$ cat src/rtl/sq_sched_pkg.sv
// Shared types and sizes for the window squaring scheduler: FSM states,
// window geometry, lane width, index type and the issue tag carried alongside the multiplier.
package sq_sched_pkg;

  localparam int WIN_N  = 9;
  localparam int LANE_W = 8;
  localparam int WIN_W  = WIN_N * LANE_W;

  typedef logic [3:0] idx_t;

  localparam idx_t LAST_IDX = idx_t'(WIN_N - 1);

  typedef enum logic [1:0] {
    IDLE,
    ISSUE,
    DRAIN,
    HOLD
  } state_t;

  typedef struct packed {
    logic valid;
    idx_t idx;
  } tag_t;

  // Lane k of a packed window, lane 0 in the most significant byte.
  function automatic logic [LANE_W-1:0] lane(input logic [WIN_W-1:0] v, input idx_t k);
    return v[WIN_W-1-LANE_W*int'(k) -: LANE_W];
  endfunction

endpackage

$ cat src/rtl/sq_tag_pipe.sv
// Delay line that follows each operand through the external multiplier, so the
// returning result can be written to the slot of the coefficient that produced it.
module sq_tag_pipe
  import sq_sched_pkg::*;
#(
  parameter int MUL_LAT = 1
) (
  input  logic clk,
  input  logic rst,
  input  tag_t tag_in,
  output tag_t tag_out
);

  tag_t stage [MUL_LAT];

  always_ff @(posedge clk or posedge rst) begin
    if (rst) begin
      for (int i = 0; i < MUL_LAT; i++) stage[i] <= '0;
    end else begin
      stage[0] <= tag_in;
      for (int i = 1; i < MUL_LAT; i++) stage[i] <= stage[i-1];
    end
  end

  assign tag_out = stage[MUL_LAT-1];

endmodule

$ cat src/rtl/window_square_sched.sv
// Squares the nine coefficients of a 3x3 window through an external shared multiplier.
// Optional feature macro SQ_SCHED_PERF_CNT_EN adds the perf_windows handshake counter.
module window_square_sched
  import sq_sched_pkg::*;
#(
  parameter int MUL_LAT = 1
) (
  input  logic             clk,
  input  logic             rst,
  input  logic             in_valid,
  output logic             in_ready,
  input  logic [WIN_W-1:0] in_c,
  input  logic [WIN_W-1:0] in_p,
  output logic [7:0]       mul_op,
  input  logic [7:0]       mul_res,
  output logic             out_valid,
  input  logic             out_ready,
  output logic [WIN_W-1:0] out_c,
  output logic [WIN_W-1:0] out_p
`ifdef SQ_SCHED_PERF_CNT_EN
  ,
  output logic [15:0]      perf_windows
`endif
);

  state_t           state, next_state;
  idx_t             issue_idx;
  logic [WIN_W-1:0] cap_c, cap_p, res_q;
  tag_t             issue_tag, done_tag;
  logic             accept, done;

  assign accept = (state == IDLE) && in_valid;
  assign done   = (state == HOLD) && out_ready;

  always_ff @(posedge clk or posedge rst) begin
    if (rst) state <= IDLE;
    else     state <= next_state;
  end

  always_ff @(posedge clk or posedge rst) begin
    if (rst) begin
      cap_c <= '0;
      cap_p <= '0;
    end else if (accept) begin
      cap_c <= in_c;
      cap_p <= in_p;
    end
  end

  always_ff @(posedge clk or posedge rst) begin
    if (rst)                                          issue_idx <= '0;
    else if (state == ISSUE && issue_idx != LAST_IDX) issue_idx <= idx_t'(issue_idx + 1'b1);
    else                                              issue_idx <= '0;
  end

  // Results come back in issue order, but the tag decides the slot so latency never matters.
  always_ff @(posedge clk or posedge rst) begin
    if (rst)                 res_q <= '0;
    else if (done_tag.valid) res_q[WIN_W-1-LANE_W*int'(done_tag.idx) -: LANE_W] <= mul_res;
  end

  always_comb begin
    next_state = state;
    in_ready   = (state == IDLE);
    out_valid  = (state == HOLD);
    mul_op     = '0;
    issue_tag  = '0;
    case (state)
      IDLE:  if (accept) next_state = ISSUE;
      ISSUE: begin
        mul_op        = lane(cap_c, issue_idx);
        issue_tag.valid = 1'b1;
        issue_tag.idx   = issue_idx;
        if (issue_idx == LAST_IDX) next_state = DRAIN;
      end
      DRAIN: if (done_tag.valid && done_tag.idx == LAST_IDX) next_state = HOLD;
      HOLD:  if (done) next_state = IDLE;
      default: next_state = IDLE;
    endcase
  end

  sq_tag_pipe #(.MUL_LAT(MUL_LAT)) u_tag_pipe (
    .clk    (clk),
    .rst    (rst),
    .tag_in (issue_tag),
    .tag_out(done_tag)
  );

  assign out_c = res_q;
  assign out_p = cap_p;

`ifdef SQ_SCHED_PERF_CNT_EN
  always_ff @(posedge clk or posedge rst) begin
    if (rst)       perf_windows <= '0;
    else if (done) perf_windows <= perf_windows + 16'd1;
  end
`endif

endmodule
$ cat config.mk
export PLATFORM = sky130hd
export DESIGN_NAME = window_square_sched
export DESIGN_NICKNAME = d
export VERILOG_FILES = /design/src/rtl/sq_sched_pkg.sv /design/src/rtl/sq_tag_pipe.sv /design/src/rtl/window_square_sched.sv
export SDC_FILE = /design/constraint.sdc
export NUM_CORES = 1
export LEC_CHECK = 0
export BUFFER_PORTS_ARGS = -buffer_cell sky130_fd_sc_hd__clkbuf_2
export CORE_MARGIN = 1.5
export CORE_UTILIZATION = 45
export CTS_CLUSTER_SIZE = 24
export DETAILED_ROUTE_END_ITERATION = 16
export PLACE_DENSITY = 0.72
export SLEW_MARGIN = 40
export SYNTH_ARGS = -nofsm -noshare
export SYNTH_HDL_FRONTEND = slang
export SYNTH_SLANG_ARGS = --single-unit
export TNS_END_PERCENT = 1
$ cat constraint.sdc
create_clock -name clk -period 14.55 [get_ports clk]
set_clock_uncertainty 0.15 [all_clocks]
set_input_delay 0 -clock clk [delete_from_list [all_inputs] [get_ports clk]]
set_output_delay 0 -clock clk [all_outputs]
set_load 0.005 [all_outputs]
* Word-level counts from Yosys, hierarchy flattened *
Cells that the tools add are included.

cells by class
  shift-type cells = 3
  reduce and logical (&&, ||, !) cells = 6
  add/sub/neg operators = 4
  muxes and demuxes = 9
  equality and inequality tests = 10

operator list
  cell                                                    number
  variable shift 8 x 33 -> 79 bit (first input constant)  1
  indexed part select 79 x 8 -> 8 bit                     1
  indexed part select 8 x 33 -> 79 bit                    1
  bitwise mux 72 bit                                      1
  negator 8 -> 33 bit                                     1
  subtractor 7 x 7 -> 8 bit (first input constant)        2
  equality test 4 bit (second input constant)             2
  two-way mux 2 bit                                       4
  two-way mux 8 bit                                       1
  one-hot mux 2 bit (4 select lines)                      1
  != test 2 x 1 -> 1 bit (second input constant)          3
  two-way mux 5 bit                                       1
  adder 4 x 1 -> 4 bit (second input constant)            1
  equality test 2 bit (second input constant)             2
  logical AND 1 bit                                       4
  two-way mux 4 bit                                       1
  != test 4 bit (second input constant)                   1
  AND reduction 4 bit                                     1
  equality test 2 x 1 -> 1 bit (second input constant)    1
  logical NOT 2 bit                                       1
  != test 2 bit (second input constant)                   1

word-level totals
  output and inout port bits = 154
  bits in registers = 227
  word-level logic and storage cells = 39
  input bits = 156

* Logic depth before layout (Yosys ltp) *
Gate-level depths: netlist of the first run.

  depth in word-level cells = 4
  gate-level depth with buffers = 10
  gate-level depth less buffers = 7

* Modules after synthesis *
From an unflattened synthesis of the first run, not the netlist that was laid out.

second synthesis, totals
  cell total of the unflattened synthesis = 658
  area, all modules = 9464.1 sq um

modules (own cells, without submodules)
  module               cells an instance  area each (sq um)  sequential area each (sq um)  instances
  window_square_sched  652                9335.2             5555.3                        1
  sq_tag_pipe          6                  128.9              125.1                         1

* Worst setup path before layout of the first run *
No wires, ideal clock.

  path type = register -> output
  start = register issue_idx[0]
  end = output mul_op[1]
  setup slack = 12.191 ns
  arrival = 2.209 ns
  required time = 14.400 ns
  path buffers = 4
  stages on the path, launching flop included = 11
  path through = dfrtp_1 -> buf_6 -> buf_4 -> buf_6 -> inv_1 -> ha_1 -> xor2_4 -> and2_1 -> buf_4 -> a21oi_1 -> a2111oi_1

between the ends
  word-level cells in the longest chain between the ends = 3

ends and longest elaborated chain
  what                                 line                       source
  start, declared                      window_square_sched.sv:27  idx_t issue_idx;
  start signal, assigned               window_square_sched.sv:52  else if (state == ISSUE && issue_idx != LAST_IDX) issue_idx <= idx_t'(issue_idx + 1'b1);
  subtractor 7 x 7 -> 8 bit            sq_sched_pkg.sv:27         return v[WIN_W-1-LANE_W*int'(k) -: LANE_W];
  indexed part select 79 x 8 -> 8 bit  sq_sched_pkg.sv:27
  two-way mux 8 bit                    window_square_sched.sv:68  case (state)
  end, declared                        window_square_sched.sv:14  output logic [7:0] mul_op,

Every way passes these cells.

* Final worst setup path of the first run *
  start = register issue_idx[0]
  end = output mul_op[5]

The elaborated chain is that of the path after synthesis.

==> results of run 1 <==
flip-flops by register name (all words and copies together) (netlist names):
name and flops:
cap_c 72, out_c 72, out_p 72, u_tag_pipe.tag_out 5, issue_idx 4, state 2
cell type report:
cell class,count,area [µm²]
Sequential cell,227,5680
Multi-Input combinational cell,383,3580
Antenna cell,2,5.00
Clock inverter,7,91.3
Tap cell,270,338
Timing Repair Buffer,471,3160
Inverter,10,45.0
Clock buffer,36,707
Fill cell,1430,6820
routing by layer:
metal | vias up | GRT usage (%) | wire [µm]
met3 | 61 | 5.12 | 1600
met1 | 3503 | 29.2 | 10400
met2 | 278 | 41.0 | 13100
met4 | 0 | 7.57 | 843
li1 | 3257 | - | -
met5 | - | 0 | 0
power breakdown:
part	internal, mW	total (mW)	switching (mW)
combinational	0.511	0.949	0.437
sequential	0.894	1.04	0.149
clock	0.371	0.622	0.251
worst max-delay path: cells and delay by family (launching register included):
kind	cells	cell delay (ns)
flip-flops	1	0.32
XOR/XNOR	1	0.49
AO/OA/AOI/OAI	2	0.66
buffers and inverters	3	0.73
adder cells (fa/ha/maj)	1	0.30
AND/OR/NAND/NOR	1	0.37
per-stage QoR:
step	std cells	total power [mW]	cell area [µm²]	hold WS, ns	setup WS, ns
after floorplan	649	1.60	9450	-0.0183	8.18
after global placement	1206	1.91	11200	-0.0103	11.54
after detailed placement	1206	1.94	11300	-0.00678	11.60
after CTS	1404	2.60	13600	0.000608	11.04
after global routing	1406	2.75	13600	0.0534	10.80
final	1406	2.61	13600	-0.0149	10.99
cell usage after synthesis, types with 2 or more instances:
library cell | number | area [µm²]
a2111oi_1 | 6 | 60.1
nor2_1 | 15 | 56.3
clkbuf_1 | 11 | 41.3
nor2b_1 | 2 | 12.5
nand3b_1 | 2 | 15.0
mux2_2 | 191 | 2150
nand2b_1 | 3 | 18.8
buf_4 | 2 | 15.0
a21oi_1 | 12 | 60.1
nand2_1 | 45 | 169
mux4_1 | 6 | 158
buf_2 | 12 | 60.1
and2_1 | 13 | 81.3
ha_1 | 7 | 87.6
o21ai_1 | 8 | 40.0
o21ai_0 | 9 | 45.0
xnor2_1 | 3 | 26.3
dfrtp_1 | 227 | 5680
inv_1 | 9 | 33.8
mux2_1 | 17 | 191
nor3b_1 | 2 | 15.0
o22ai_1 | 9 | 56.3
o211ai_1 | 2 | 15.0
buf_6 | 3 | 33.8
xor2_4 | 2 | 55.1
nand3_1 | 6 | 30.0
mux2i_1 | 12 | 120
path summary, 6_finish.rpt:
kind | end | cells after the start | slack (ns)
worst max-delay path | mul_op[5] | 8 | 10.99
worst min-delay path | out_p[45] | 3 | -0.01
worst max register to register | out_p[29] | 5 | 11.68
worst min register to register | out_c[13] | 2 | 0.33
max in group asynchronous | state[1] | 4 | 13.16
min in group clk | cap_c[35] | 3 | 0.09
cell families (layout without fill, tap and decap cells):
group                    count (synthesis)  count (layout)
multiplexers                           227             227
flip-flops                             227             227
AND/OR/NAND/NOR                         94              94
AO/OA/AOI/OAI                           49              49
buffers and inverters                   39             524
adder cells (fa/ha/maj)                  7               7
XOR/XNOR                                 6               6
other                                    0               2
==> results.md, run 1 <==
* Startpoint of the worst setup timing path: issue_idx[0]
* Post-CTS Setup Inserts at 0
* CTS tree: done
* Synth Cell Area at ~9400 µm²
* Transition time of the tightest slew-check pin at ~0.8 ns
* Main combinational cell family by area after synthesis: multiplexers
* Via count at 7099
* Net count after synthesis at roughly 800
* Data arrival time at the worst-slack endpoint at roughly 3.4 ns
* Total negative setup slack at 0 ns
* Horizontal die dimension at ~150 µm
* Via count of the first global-routing pass at between 7000 and 8000
* Synthesized-area fraction occupied by and/or/nand/nor cells at under 10%
* Reg-to-reg startpoint: state[0]
* Port buffer count at 309
* Kind of critical path: register to output pin
* Worst-case headroom to the max-slew limit at a little under half
* Lkg Pwr at between 6 and 7 nW
* TritonCTS Buffers at 25
* Count of final hold-check violations at 5
* First-pass GRT wire length at a little over 40 mm
* Commonest cells after routing, fill and taps aside: clkbuf_2, dfrtp_1, mux2_2, dlygate4sd3_1, nand2_1
* Clk Latency, worst-skew pair at 0.52 ns
* Xor and xnor area share after synthesis at 0.954%
* Number of nets at the end of the flow at ~1300
* Layout cell share with drive strength beyond 1 at 48.8%
* Post-Synthesis Cells at 649
* Clock-pin slew on the worst setup and hold paths at 0.06 ns
* CP max-delay cell: a2111oi_1
* Maximum single-stage delay on the critical path at 0.54 ns
* Worst-case clock buffer depth at 3
* Via density per instance at roughly 5.0
* Final wirelength at approximately 26 mm
* Nature of the critical path startpoint: register
* Status: finished, violations left
* Synth async-reset ratio at between 90% and 100%
* Overall die height at roughly 150 µm
* Synthesis Warnings at 0
* Worst Path Max Fanout at 29
* Post-synthesis to final-layout area growth at 44.1%
* Post-synthesis share of cell area spent on full adders, half adders and majority gates at less than 1%
* End-of-flow core utilization at ~67%
* Failing checks: negative hold slack
* Placement row count at 52
* Final worst hold slack at -0.0149 ns
* 1st-pass router iterations at 4
* Detailed router's first-iteration violation count at roughly 290
* Class of the tightest hold or removal check: input pin to async pin
* Routability cong. at around 0.80
* Hold_buf cts at approximately 160
* Total setup violations reported at the end of the flow at 0
* Number of max-cap violations at 0
* Crit. End Element: output pin
* Number of distinct library cells after synthesis at 40
* Count of clock tree sinks at around 230
* H-tree depth at 1
* GRT Residual Overflow at 0
* Dpl hpwl at between 15 and 20 mm
* Antenna-violating nets left at 0
* Max Freq at roughly 280 MHz
* Total track usage at roughly a quarter
* Core region area at ~20000 µm²
* Max Slew Vio Count at 0
* Area enclosed by the die boundary at approximately 22000 µm²
* Crit share post-route at about 24%
* Post-synth EDFFs at 0
* Register area share after synthesis at about three fifths
* Number of design rule violations left after detail routing at 0
* Ordered list of cells on the worst path: buf_4 > inv_1 > ha_1 > xor2_4 > and2_1 > a21oi_1 > a2111oi_1 > clkbuf_2
* Mux share of post-synthesis cell area at roughly 28%
* Number of resized instances in the post-cts repair step at 0
* Number of synthesized register bits at 227
* Final period demand of the worst path at approximately 3.6 ns
* Initial Utilization at 46.2%
* Maximum number of pins on one net before global-route repair at 87
* Setup repair after global routing missed its margin: false
* Complex-gate fraction of the synthesized area at ~3.3%
* Post-synth top flop: dfrtp_1
* Post-synthesis area per instance at ~15 µm²
* Average wire per cell in the routed design at roughly 18 µm
* Number of antenna violations at the first check in global routing at 2
* Leading cell type in the layout, fill and taps excluded: clkbuf_2
* Worst-case vdd ir drop at 124 µV
* Required arrival time at the worst endpoint at about 14 ns
* Power Density at 192 nW/µm²
* Master cell of the clock root buffer: clkbuf_16
* I/O pin count at 310
Note: power is estimated with default switching activity, not from simulation.
==> inputs of run 2 (changes only) <==
ABC_AREA = 1   (was default)
clock period = 3.7 ns   (was 14.55 ns; I/O delays follow)
==> results.md, run 2 <==
* Kind of critical path: register to output pin
* Post-Synthesis Cells at 894 (+38%)
* Final period demand of the worst path at around 3.0 ns
* Routability cong. at 0.854 (+6.6%)
* Reg-to-reg startpoint: state[0]
* Worst-case headroom to the max-slew limit at 47.8% (+2.0 points)
* Total setup violations reported at the end of the flow at 0 (unchanged)
* Data arrival time at the worst-slack endpoint at 2.87 ns (-0.54 ns)
* Path length in cells of the critical path at 9 (+1)
* Hold_buf cts at 156 (+0.65%)
* Overall die height at 150 µm (+1.3%)
* Net switching power of the design at 3.82 mW (+360%)
* Count of clock tree sinks at 227 (unchanged)
* Clk pwr share at 22.7% (-1.1 points)
* Antenna-violating nets left at 0 (unchanged)
* Status: finished clean
* Net count after synthesis at 1057 (+30%)
* Combinational share of power at 38.1% (+1.8 points)
* Average wire per cell in the routed design at 17.3 µm (-6.4%)
* Number of max-cap violations at 0 (unchanged)
* Via density per instance at 5.13 (+1.7%)
* Post-synth EDFFs at 0 (unchanged)
* Crit. End Element: output pin
* Area contributors post-synth: dfrtp_1, mux2_2, nand2_1, a21oi_1, nor2_1
* Area fraction of the dominant cell type after synthesis at 58.5% (-1.6 points)
* Detailed router's first-iteration violation count at 432 (+52%)
* GRT Residual Overflow at 0 (unchanged)
* Via count at 8440 (+19%)
* Max Freq at between 300 and 400 MHz
* Required arrival time at the worst endpoint at 3.55 ns (-10.85 ns)
* Internal Dissipation at 6.79 mW (+280%)
* Total negative setup slack at 0 ns (unchanged)
* Number of resized instances in the post-cts repair step at 0 (unchanged)
* End-of-flow core utilization at 65.5% (-1.1 points)
* Crit share post-route at 81.5%
* Final Instance Count excl. Fillers at 1644 (+17%)
* Placed Cells at 1442 (+20%)
* Lkg Pwr at 6.74 nW (+4.5%)
* Commonest cells in the synthesized netlist: dfrtp_1, nand2_1, mux2_2
* I/O pin count at 310 (unchanged)
* Post-placement setup slack at 1.20 ns (-10.40 ns)
* Synthesis Warnings at 0 (unchanged)
* Via count of the first global-routing pass at 8462 (+12%)
* Final critical-path setup slack at 0.685 ns (-10.31 ns)
* Switching portion of total power at 36.0% (+4.0 points)
* Class of the tightest hold or removal check: input pin to register
* Max Slew Vio Count at 0 (unchanged)
* Post-synth top flop: dfrtp_1
* H-tree depth at 1 (unchanged)
* Total track usage at 24.9% (+1.3 points)
* WP buf/inv at 3 (unchanged)
* Number of design rule violations left after detail routing at 0 (unchanged)
* Core region area at 21100 µm² (+3.2%)
* Worst-case clock buffer depth at 3 (unchanged)
* Clock-pin slew on the worst setup and hold paths at 0.07 ns (about the same)
* Horizontal die dimension at 150 µm (+1.3%)
* Number of nets at the end of the flow at 1512 (+18%)
* Post-synthesis to final-layout area growth at 42.3%
* Leading cell type in the layout, fill and taps excluded: clkbuf_2
* Nature of the critical path startpoint: register
* Cell depth of the worst flop-to-flop path at 5 (unchanged)
* Area of all placed cells without fillers at 13800 µm² (+1.5%)
* Commonest cells after routing, fill and taps aside: clkbuf_2, dfrtp_1, nand2_1, dlygate4sd3_1, mux2_2
* Worst Path Max Fanout at 24 (-17%)
* 1st-pass router iterations at 5 (+1)
* Number of antenna violations at the first check in global routing at 2 (unchanged)
* First-pass GRT wire length at 44.0 mm (+8.6%)
* Maximum number of pins on one net before global-route repair at 114 (+31%)
* Synth async-reset ratio at 100% (unchanged)
* Dpl hpwl at 18.0 mm (+12%)
* Area enclosed by the die boundary at 22500 µm² (+2.7%)
* Number of distinct library cells after synthesis at 37 (-7.5%)
* Category of cells accounting for the largest share of critical-path delay: buffers and inverters
* Cell type with the highest aggregate area in the netlist: dfrtp_1
* Master cell of the clock root buffer: clkbuf_16
* TritonCTS Buffers at 24 (-4.0%)
* Count leader, synth: dfrtp_1
* Placement row count at 53 (+1.9%)
* Final wirelength at 28.4 mm (+9.4%)
* Initial Utilization at 46.0% (-0.20 points)
* Startpoint of the worst setup timing path: issue_idx[0]
* Power consumption at 10.6 mW (+310%)
* Layout cell share with drive strength beyond 1 at 37.2% (-12 points)
* Register area share after synthesis at 58.5% (-1.6 points)
* Post-CTS Setup Inserts at 0 (unchanged)
* Cell area reported after detailed placement at 11400 µm² (+1.7%)
* Setup repair after global routing missed its margin: false
* Post-synthesis area per instance at 10.9 µm² (-25%)
* Synth Cell Area at 9710 µm² (+2.8%)
* Worst r2r dst: out_p[15]
* Worst-case vdd ir drop at 532 µV (+330%)
* Maximum single-stage delay on the critical path at 0.61 ns (+0.07 ns)
* Count of final hold-check violations at 0 (-5)
* End of the critical path: mul_op[0]
* CP max-delay cell: inv_1
* Power Density at 768 nW/µm² (+300%)
* Number of synthesized register bits at 227 (unchanged)
* Clk Latency, worst-skew pair at 0.51 ns (about the same)
* Transition time of the tightest slew-check pin at 0.779 ns (-0.0345 ns)
* Register-to-register setup slack at 1.18 ns (-10.50 ns)
* Port buffer count at 309 (unchanged)
* Part of the total power dissipated in sequential elements at 39.2% (-0.7 points)
* Final worst hold slack at 0.110 ns (+0.125 ns)
* CTS tree: done
* Ordered list of cells on the worst path: inv_2 > ha_1 > inv_1 > nand3_1 > o21ai_0 > nand2_1 > a21oi_1 > nor2_1 > clkbuf_2
-- run 2: cell type report --
class                      instances  area, µm²
inverter                          58        224
fill                            1605       7270
timing repair buffer             473       3210
antenna                            2       5.00
tap                              275        344
sequential                       227       5680
clock inverter                    11       75.1
clock buffer                      33        726
multi-input combinational        565       3560
-- run 2: worst register-to-register path, cell delays in order, from the launching register on --
cell     delay [ns]
dfrtp_1        0.40
inv_1          0.09
ha_1           0.28
nand2_4        0.53
buf_4          0.53
mux2_2         0.42
-- run 2: worst min-delay path by stage --
stage / end / slack [ns] / from / depth (start not counted)
after floorplan: out_c[0] / -0.04 / mul_res[0] / 2
after global placement: cap_c[26] / -0.23 / rst / 2
after detailed placement: cap_c[26] / -0.23 / rst / 2
after CTS: out_p[5] / 0.09 / in_p[5] / 3
after global routing: cap_c[4] / 0.11 / in_c[4] / 3
final: cap_c[4] / 0.11 / in_c[4] / 3
-- run 2: power groups by stage --
stage	registers [mW]	clock network [mW]	logic (mW)
floorplan	4.08	0	2.43
global placement	4.12	0	3.73
detailed placement	4.15	0	3.82
CTS	4.12	2.45	3.98
global route	4.27	2.55	4.44
finish	4.16	2.40	4.04
-- run 2: layer usage --
metal / GRT usage (%) / share of wire [%] / up-vias
li1: - / - / 3922
met1: 31.1 / 39 / 4010
met2: 41.4 / 49 / 408
met3: 4.82 / 7.1 / 100
met4: 11.7 / 4.7 / 0
met5: 0 / 0 / -
-- run 2: kinds of logic after synthesis --
logic type,Yosys count,synth area share [%]
AO/OA/AOI/OAI,115,6.56
buffers and inverters,102,4.94
adder cells (fa/ha/maj),7,0.902
multiplexers,115,13.3
AND/OR/NAND/NOR,324,15.3
flip-flops,227,58.5
XOR/XNOR,4,0.438
==> inputs of run 3 (changes only) <==
clock period = 2.8 ns   (was 3.7 ns; I/O delays follow)
==> results.md, run 3 (same netlist as run 2, synthesis figures left out) <==
* Crit share post-route at 98.5%
* Final wirelength at 31.3 mm (+10%)
* Detailed router's first-iteration violation count at 538 (+25%)
* Via density per instance at 5.16 (+0.52%)
* Via count of the first global-routing pass at 9442 (+12%)
* Number of filler cells placed in the layout at 1430 (-11%)
* Kind of critical path: register to output pin
* Antenna-violating nets left at 0 (unchanged)
* Post-placement setup slack at 0.613 ns (-0.592 ns)
* CTS tree: done
* Worst hold stages at 4 (+1)
* Worst-case headroom to the max-slew limit at 49.7% (+1.9 points)
* Number of nets at the end of the flow at 1599 (+5.8%)
* Maximum number of pins on one net before global-route repair at 66 (-42%)
* 1st-pass router iterations at 5 (unchanged)
* Area of all sequential standard cells at 5680 µm² (unchanged)
* Core region area at 21100 µm² (unchanged)
* Terminating pin of the worst hold path: cap_c[49]
* Final period demand of the worst path at 2.76 ns
* Post-synthesis to final-layout area growth at 52.3%
* Area enclosed by the die boundary at 22500 µm² (unchanged)
* Routability cong. at 0.835 (-2.3%)
* Beginning of the worst hold path: in_valid
* Initial Utilization at 46.0% (unchanged)
* Number of design rule violations left after detail routing at 0 (unchanged)
* Average wire per cell in the routed design at 18.1 µm (+4.8%)
* Worst-case vdd ir drop at 715 µV (+34%)
* Count of final hold-check violations at 0 (unchanged)
* Multi-input gate area at 3580 µm² (+0.67%)
* CP max-delay cell: dfrtp_1
* Count of clock tree sinks at 227 (unchanged)
* Class of the tightest hold or removal check: input pin to register
* Dpl hpwl at 18.2 mm (+0.88%)
* Number of antenna violations at the first check in global routing at 0 (-2)
* Final critical-path setup slack at 0.0413 ns (-0.643 ns)
* Placement row count at 53 (unchanged)
* Maximum single-stage delay on the critical path at 0.38 ns (-0.23 ns)
* Layout cell share with drive strength beyond 1 at 35.6% (-1.6 points)
* Total negative setup slack at 0 ns (unchanged)
* Commonest cells after routing, fill and taps aside: clkbuf_2, dlygate4sd3_1, dfrtp_1, nand2_1, mux2_2
* Post-CTS Setup Inserts at 0 (unchanged)
* Data arrival time at the worst-slack endpoint at 2.61 ns (-0.26 ns)
* Worst r2r dst: cap_c[8]
* TritonCTS Buffers at 25 (+4.2%)
* Overall die height at 150 µm (unchanged)
* Crit. End Element: output pin
* Register-to-register setup slack at 0.13 ns (-1.05 ns)
* Via count at 8917 (+5.7%)
* Power Density at 1030 nW/µm² (+34%)
* GRT Residual Overflow at 0 (unchanged)
* Required arrival time at the worst endpoint at 2.65 ns (-0.90 ns)
* Status: finished clean
* Leading cell type in the layout, fill and taps excluded: clkbuf_2
* Max Slew Vio Count at 0 (unchanged)
* Master cell of the clock root buffer: clkbuf_16
* Cell depth of the worst flop-to-flop path at 8 (+3)
* Total setup violations reported at the end of the flow at 0 (unchanged)
* H-tree depth at 1 (unchanged)
* Total track usage at 27.5% (+2.7 points)
* Port buffer count at 309 (unchanged)
* Nature of the critical path startpoint: register
* Transition time of the tightest slew-check pin at 0.751 ns (-0.0281 ns)
* Number of max-cap violations at 0 (unchanged)
* Clock-pin slew on the worst setup and hold paths at 0.06 ns (about the same)
* Max Freq at between 300 and 400 MHz
* Reg-to-reg startpoint: state[0]
* I/O pin count at 310 (unchanged)
* First-pass GRT wire length at 48.7 mm (+11%)
* Clk Latency, worst-skew pair at 0.51 ns (about the same)
* Ordered list of cells on the worst path: inv_2 > ha_1 > buf_4 > nor2_4 > inv_1 > o21ai_0 > nand2_1 > a21oi_1 > nor2_2 > clkbuf_2
* Worst Path Max Fanout at 14 (-42%)
* Horizontal die dimension at 150 µm (unchanged)
* Lkg Pwr at 7.18 nW (+6.6%)
* Worst-case clock buffer depth at 3 (unchanged)
-- run 3: worst max path at each step --
| stage | startpoint | to | slack (ns) |
|---|---|---|---|
| 5_1_grt | issue_idx[0] | mul_op[0] | -0.02 |
| 3_5_place_dp | u_tag_pipe.tag_out[0] | out_c[46] | 0.61 |
| 3_3_place_gp | u_tag_pipe.tag_out[0] | out_c[13] | 0.67 |
| 6_report | issue_idx[0] | mul_op[2] | 0.04 |
| 4_1_cts | issue_idx[0] | mul_op[7] | 0.09 |
| 2_1_floorplan | rst | cap_c[0] | -0.32 |
-- run 3: report_power, final --
part / total (mW) / internal, mW / switching [mW]
Combinational: 6.39 / 3.21 / 3.18
Clock: 3.28 / 1.97 / 1.32
Sequential: 5.53 / 4.69 / 0.831
-- run 3: cell type report --
class,instances,area share (%)
antenna,1,0.0169
clock buffer,33,4.57
clock inverter,10,0.888
inverter,58,1.54
multi-input combinational,565,24.2
sequential,227,38.4
tap,275,2.33
timing repair buffer,559,28.0
-- run 3: layer usage --
| metal | share of wire (%) | track usage, % | wire length [µm] |
|---|---|---|---|
| met5 | 0 | 0 | 0 |
| met4 | 5.4 | 15.4 | 1690 |
| met3 | 7.1 | 6.37 | 2240 |
| met2 | 50 | 46.0 | 15600 |
| met1 | 38 | 32.6 | 11800 |
-- run 3: timing repair --
action,CTS,global route
endpoints found under the hold margin,247,18
gates resized for setup,0,8
hold buffers,229,1
endpoints found under the setup margin,0,22
-- run 3: through the flow --
step           hold slack (ns)  std cells  cell area [µm²]  util, %  power [mW]
2_1_floorplan          -0.0404        894             9710        -        8.60
3_3_place_gp            0.0341       1451            11600     54.8        10.4
3_5_place_dp            0.0458       1451            11600     54.8        10.6
4_1_cts                0.00187       1723            14700     69.5        14.8
5_1_grt                 0.0726       1727            14800     70.1        16.1
6_report                0.0534       1728            14800     70.1        15.2
-- run 3: critical path: cells and delay by family (launching register included) --
family / cells / cell delay (ns)
buffers and inverters: 4 / 0.67
AO/OA/AOI/OAI: 2 / 0.41
flip-flops: 1 / 0.38
AND/OR/NAND/NOR: 3 / 0.32
adder cells (fa/ha/maj): 1 / 0.31
